===== config.mk =====
export PLATFORM = sky130hd
export DESIGN_NAME = led_dim_module
export DESIGN_NICKNAME = d
export VERILOG_FILES = /design/src/rtl/led_dim_module_pkg.sv /design/src/rtl/led_dim_module_pwm.sv /design/src/rtl/led_dim_module.sv
export SDC_FILE = /design/constraint.sdc
export NUM_CORES = 1
export LEC_CHECK = 0
export ABC_CLOCK_PERIOD_IN_PS = 2150
export BUFFER_PORTS_ARGS = -buffer_cell sky130_fd_sc_hd__buf_2
export CORE_MARGIN = 2
export CORE_UTILIZATION = 45
export DETAILED_ROUTE_END_ITERATION = 10
export GPL_TIMING_DRIVEN = 0
export PLACE_DENSITY = 0.75
export SYNTH_ARGS = -nofsm -noshare
export SYNTH_HDL_FRONTEND = slang
export SYNTH_SLANG_ARGS = --single-unit
export TNS_END_PERCENT = 50

===== constraint.sdc =====
create_clock -name CLK -period 2.15 [get_ports CLK]
set_input_delay 0.43 -clock CLK [delete_from_list [all_inputs] [get_ports CLK]]
set_output_delay 0.43 -clock CLK [all_outputs]
set_load 0.02 [all_outputs]

===== src/rtl/led_dim_module_pkg.sv =====
// led_pkg: shared constants and types for the LED dimmer.
//   PWM_BITS_DEF  default PWM counter / brightness width
//   PRESCALE_DEF  default clocks per PWM counter step
//   STEP_DEF      default brightness change per button pulse
//   LEVEL_MAX     full-brightness value at the default width
//   ramp_dir_e    breathing ramp direction (used when LED_BREATH_EN is defined)
package led_pkg;
  localparam int PWM_BITS_DEF = 8;
  localparam int PRESCALE_DEF = 4;
  localparam int STEP_DEF     = 16;
  localparam logic [PWM_BITS_DEF-1:0] LEVEL_MAX = '1;

  typedef enum logic {
    RAMP_UP   = 1'b0,
    RAMP_DOWN = 1'b1
  } ramp_dir_e;
endpackage


===== src/rtl/led_dim_module_pwm.sv =====
// pwm_module: prescaler, PWM counter, period-boundary duty load and compare.
// Optional macro: LED_BREATH_EN adds the breathing ramp on the active duty.
// Ports:
//   clk, rst    system clock, synchronous active-high reset
//   level       requested brightness
//   breath_en   (LED_BREATH_EN only) enable breathing ramp
//   ramp_dir    (LED_BREATH_EN only) ramp direction state, for observation
//   pwm_en      combinational PWM enable for the output gating stage
module pwm_module import led_pkg::*; #(
  parameter int PWM_BITS = PWM_BITS_DEF,
  parameter int PRESCALE = PRESCALE_DEF
) (
  input  logic                clk,
  input  logic                rst,
  input  logic [PWM_BITS-1:0] level,
`ifdef LED_BREATH_EN
  input  logic                breath_en,
  output ramp_dir_e           ramp_dir,
`endif
  output logic                pwm_en
);
  localparam int PS_W = (PRESCALE > 1) ? $clog2(PRESCALE) : 1;
  localparam logic [PS_W-1:0]     PS_LAST = PS_W'(PRESCALE - 1);
  localparam logic [PWM_BITS-1:0] CNT_MAX = '1;

  logic [PS_W-1:0]     pre_cnt;
  logic [PWM_BITS-1:0] pwm_cnt;
  logic [PWM_BITS-1:0] active;
  logic [PWM_BITS-1:0] active_next;
  logic                tick;
  logic                wrap;

  assign tick = (pre_cnt == PS_LAST);
  // The tick that takes pwm_cnt from max back to 0 is the only point where
  // the duty may change, so a period is never cut short or stretched.
  assign wrap = tick && (pwm_cnt == CNT_MAX);

  always_ff @(posedge clk) begin
    if (rst) begin
      pre_cnt <= '0;
      pwm_cnt <= '0;
      active  <= CNT_MAX;
    end else begin
      pre_cnt <= tick ? '0 : pre_cnt + 1'b1;
      if (tick) pwm_cnt <= pwm_cnt + 1'b1;
      if (wrap) active <= active_next;
    end
  end

  // Max duty is forced fully on; a plain compare would leave one dark slot.
  assign pwm_en = (pwm_cnt < active) || (active == CNT_MAX);

`ifdef LED_BREATH_EN
  logic [PWM_BITS-1:0] ramp;
  logic [PWM_BITS-1:0] ramp_next;
  ramp_dir_e           dir;
  ramp_dir_e           dir_next;

  assign ramp_dir = dir;

  // Duty for the coming period is the current ramp value; the ramp then
  // moves one step, turning around at level (top) and 0 (bottom).
  always_comb begin
    active_next = level;
    ramp_next   = ramp;
    dir_next    = dir;
    if (!breath_en) begin
      ramp_next = '0;
      dir_next  = RAMP_UP;
    end else if (ramp > level) begin
      // Level lowered under the ramp: clamp and head down from there.
      active_next = level;
      ramp_next   = level;
      dir_next    = RAMP_DOWN;
    end else begin
      active_next = ramp;
      if (dir == RAMP_UP) begin
        if (ramp == level) begin
          dir_next  = RAMP_DOWN;
          ramp_next = (ramp == '0) ? '0 : ramp - 1'b1;
        end else begin
          ramp_next = ramp + 1'b1;
        end
      end else begin
        if (ramp == '0) begin
          dir_next  = RAMP_UP;
          ramp_next = (level == '0) ? '0 : PWM_BITS'(1);
        end else begin
          ramp_next = ramp - 1'b1;
        end
      end
    end
  end

  // While breath_en is low the ramp is held at its start point, which also
  // covers the restart on a falling edge of breath_en.
  always_ff @(posedge clk) begin
    if (rst) begin
      ramp <= '0;
      dir  <= RAMP_UP;
    end else if (wrap || !breath_en) begin
      ramp <= ramp_next;
      dir  <= dir_next;
    end
  end
`else
  assign active_next = level;
`endif
endmodule


===== src/rtl/led_dim_module.sv =====
// led_dim_module: brightness register, PWM gating and registered LED drives.
// Optional macro: LED_BREATH_EN adds input Breath_En (breathing ramp).
// Ports:
//   CLK, RST            system clock, synchronous active-high reset
//   Flash_In, Run_In    raw LED levels to be dimmed
//   Bright_Up/Bright_Dn single-cycle brightness pulses (both together: no change)
//   Breath_En           (LED_BREATH_EN only) breathing enable
//   Flash_LED, Run_LED  gated, registered LED drives (one clock latency)
//   Level               current requested brightness
module led_dim_module import led_pkg::*; #(
  parameter int PWM_BITS = PWM_BITS_DEF,
  parameter int PRESCALE = PRESCALE_DEF,
  parameter int STEP     = STEP_DEF
) (
  input  logic                CLK,
  input  logic                RST,
  input  logic                Flash_In,
  input  logic [2:0]          Run_In,
  input  logic                Bright_Up,
  input  logic                Bright_Dn,
`ifdef LED_BREATH_EN
  input  logic                Breath_En,
`endif
  output logic                Flash_LED,
  output logic [2:0]          Run_LED,
  output logic [PWM_BITS-1:0] Level
);
  // A step larger than the full range behaves like a full-range jump; the
  // clamp keeps the widened arithmetic from truncating it.
  localparam int STEP_C = (STEP > 2**PWM_BITS) ? 2**PWM_BITS : STEP;
  localparam logic [PWM_BITS:0]   STEP_W    = (PWM_BITS+1)'(STEP_C);
  localparam logic [PWM_BITS:0]   LVL_MAX_W = {1'b0, {PWM_BITS{1'b1}}};
  localparam logic [PWM_BITS-1:0] LVL_MAX   = '1;

  logic [PWM_BITS:0]   sum_up;
  logic [PWM_BITS-1:0] level_next;
  logic                pwm_en;

  // Saturating add/subtract done one bit wider so overflow is visible.
  always_comb begin
    sum_up     = {1'b0, Level} + STEP_W;
    level_next = Level;
    if (Bright_Up && !Bright_Dn) begin
      level_next = (sum_up > LVL_MAX_W) ? LVL_MAX : sum_up[PWM_BITS-1:0];
    end else if (Bright_Dn && !Bright_Up) begin
      level_next = ({1'b0, Level} < STEP_W) ? '0 : Level - STEP_W[PWM_BITS-1:0];
    end
  end

  always_ff @(posedge CLK) begin
    if (RST) begin
      Level     <= LVL_MAX;
      Flash_LED <= 1'b0;
      Run_LED   <= 3'b000;
    end else begin
      Level     <= level_next;
      Flash_LED <= Flash_In & pwm_en;
      Run_LED   <= Run_In & {3{pwm_en}};
    end
  end

  pwm_module #(
    .PWM_BITS (PWM_BITS),
    .PRESCALE (PRESCALE)
  ) u_pwm (
    .clk       (CLK),
    .rst       (RST),
    .level     (Level),
`ifdef LED_BREATH_EN
    .breath_en (Breath_En),
    .ramp_dir  (),
`endif
    .pwm_en    (pwm_en)
  );
endmodule

==> results.txt <==
Synth Area per Inst: 9.30 um^2
Fill cells: 297
Number of synthesized flops with an enable pin: 0
Site row count: 20
Commonest non-fill, non-tap cell in the layout: dfxtp_1
Clock Latency Late Sink: 0.32 ns
Multi-input gate area: 766 um^2
Root Buffer: clkbuf_4
Initial DRC count: 38
CTS Buffer Depth: 2
HP Class: in -> reg
Fin crit period: 1.72 ns
IO Pins: 20
Total Nets Final: 191
Static Leak: 0.755 nW
Antenna Cells: 0
Antenna violations before repair: 0
Synthesized cell area: 0.00137 mm^2
Layout area overhead: 12.3%
IO buf count: 18
Primary FF master, synth: dfxtp_1
Worst setup EP type: flip-flop
Commonest cells after routing, fill and taps aside: 24 x dfxtp_1, 19 x buf_2, 15 x nand2_1, 13 x ha_1
Worst r2r src: Level[4]$_SDFFE_PP1P_
Critical Path Source: Level[4]$_SDFFE_PP1P_
Clock Pin Slew Worst Setup and Hold Paths: 0.12 ns
RD Place Congestion: 0.795
Number of iterations in the first detailed-routing pass: 4
Drt wl/cell: 12.5 um
Seq/Total Area, Yosys: 35.1%
CTS Buf Count: 3
Post-route ant nets: 0
Die width: 59.1 um
Post-route setup slack: 0.431 ns
Highest clock rate: 0.582 GHz
Unrepaired setup endpoints after global routing: false
Yosys warning total: 0
Final WL: 2520 um
Worst Clk Skew: 0.00233 ns
Post-Place Worst Slack: 0.436 ns
Setup TNS: 0 ns
DRC errors left: 0
DP HPWL: 1980 um
Initial Utilization: 45.9%
Critical Path RT: 2.40 ns
Post-CTS sizing: 0
Final Hold Vio Count: 0
Clk sinks: 24
Die Area: 0.00350 mm^2
Reg area: 480 um^2
Overall Global Routing Usage: 16.5%
Worst-Margin Slew: 0.442 ns
Final setup viols: 0
Peak supply drop: 0.000345 V
First-pass GRT wire length: 4490 um
Hold-fix buffers, CTS: 0
WP buf/inv: 1
CTS H-tree lvls: 1
CP max-delay cell: dfxtp_1
Cells after Synth: 147
Pwr dens: 583 mW/mm^2
Core Area: 0.00298 mm^2
Post-CTS Setup Bufs: 0
CTS tree: built
Die H: 59.1 um
Slew HR: 70.2%
Tcrit/Tclk final: 80.0%
Routed vias: 1,092
Number of global-route vias before repair: 1,027
Crit path largest cell delay: 0.51 ns
Worst Path Max Fanout: 9
Layout cells sized above 1: 23.7%
Asr flop ratio synth: 0%
Post-synthesis register bit count: 24
Max-slew violation count: 0
Gr ovfl total: 0
Maxcap violations: 0
CP top delay family: flip-flops
Crit Path Class: reg -> reg
Crit-path cells: inv_1, ha_1, nand4bb_1, o21ai_2, a21oi_1, o31ai_2
DR vias/cell: 5.41
Count of cell types in the netlist: 42
Worst setup SP type: flip-flop
Hold path start: Run_In[2]
Syn nets: 168
Crit path DAT: 1.97 ns
Status: finished, final reports clean
Largest net degree at the start of global routing: 14
## cells in the mapped netlist, types with 2 or more instances
master | number | share of area [%]
a21o_1 | 2 | 1.1
a21oi_1 | 10 | 3.7
buf_4 | 4 | 2.2
buf_6 | 4 | 3.3
dfxtp_1 | 24 | 35
ha_1 | 13 | 12
inv_1 | 10 | 2.7
nand2_1 | 15 | 4.1
nand2b_1 | 4 | 1.8
nand4_1 | 4 | 1.8
nand4_2 | 2 | 1.8
nor2_1 | 7 | 1.9
nor3_1 | 3 | 1.1
nor3b_1 | 2 | 1.1
o211a_1 | 2 | 1.5
o211ai_1 | 5 | 2.7
o21ai_0 | 4 | 1.5
o21ai_1 | 3 | 1.1
or3_1 | 2 | 0.91
xnor2_1 | 2 | 1.3
xor2_1 | 4 | 2.6
## metal layers
layer | vias up | part of all wire [%] | global-route usage, %
li1 | 568 | - | -
met1 | 498 | 44 | 21.5
met2 | 22 | 50 | 27.0
met3 | 4 | 4.5 | 4.59
met4 | 0 | 1.2 | 3.90
met5 | - | 0 | 0
## power breakdown
part / internal (mW) / switching [mW] / total [mW]
sequential: 0.464 / 0.0181 / 0.482
clock: 0.104 / 0.133 / 0.237
combinational: 0.0765 / 0.0999 / 0.176
total: 0.644 / 0.251 / 0.895
## sequential cells by signal, summed over array words and instances (netlist names)
name,cells
u_pwm.pwm_cnt,8
Level,5
u_pwm.active,5
Run_LED,3
u_pwm.pre_cnt,2
Flash_LED,1
## kinds of logic after synthesis
family | count (synthesis) | synth area share [%]
AOI/OAI and AO/OA | 37 | 19.6
xor gates and xnor gates | 6 | 3.84
adders and majority gates | 13 | 11.9
buffers and inverters | 20 | 8.87
DFF | 24 | 35.1
muxes | 1 | 0.732
and+or+nand+nor | 46 | 19.9
## metrics by stage
step	std cells	power, mW	area, um^2	utilization, %	hold WS [ns]
CTS	202	0.904	1540	51.6	0.317
detailed placement	198	0.671	1500	50.3	0.433
floorplan	147	0.626	1370	-	0.404
global placement	198	0.660	1500	50.3	0.411
finish	202	0.895	1540	51.6	0.321
global route	202	0.952	1540	51.6	0.307
## layout make-up
cell class                 instances  area share (%)
tap                               33            2.69
clock buffer                       4            2.36
inverter                          10            2.44
multi-input combinational        103            49.9
sequential                        24            31.3
buffer                            10            5.46
timing repair buffer              18            5.87
## worst register-to-register path, delay by kind of cell (launching register included)
family	cells	cell delay [ns]
flops	1	0.51
simple gates	1	0.15
buf+inv	1	0.14
compound gates	3	0.47
fa+ha+maj	1	0.37
## worst paths after layout
kind,end,cells past startpoint,slack [ns]
worst max-delay path,Level[4]$_SDFFE_PP1P_,6,0.43
worst max register to register,Level[4]$_SDFFE_PP1P_,6,0.43
worst min-delay path,Run_LED[2]$_SDFF_PP0_,3,0.32
worst min register to register,u_pwm.pre_cnt[0]$_SDFF_PP0_,1,0.44
Note: power is estimated with default switching activity, not from simulation.
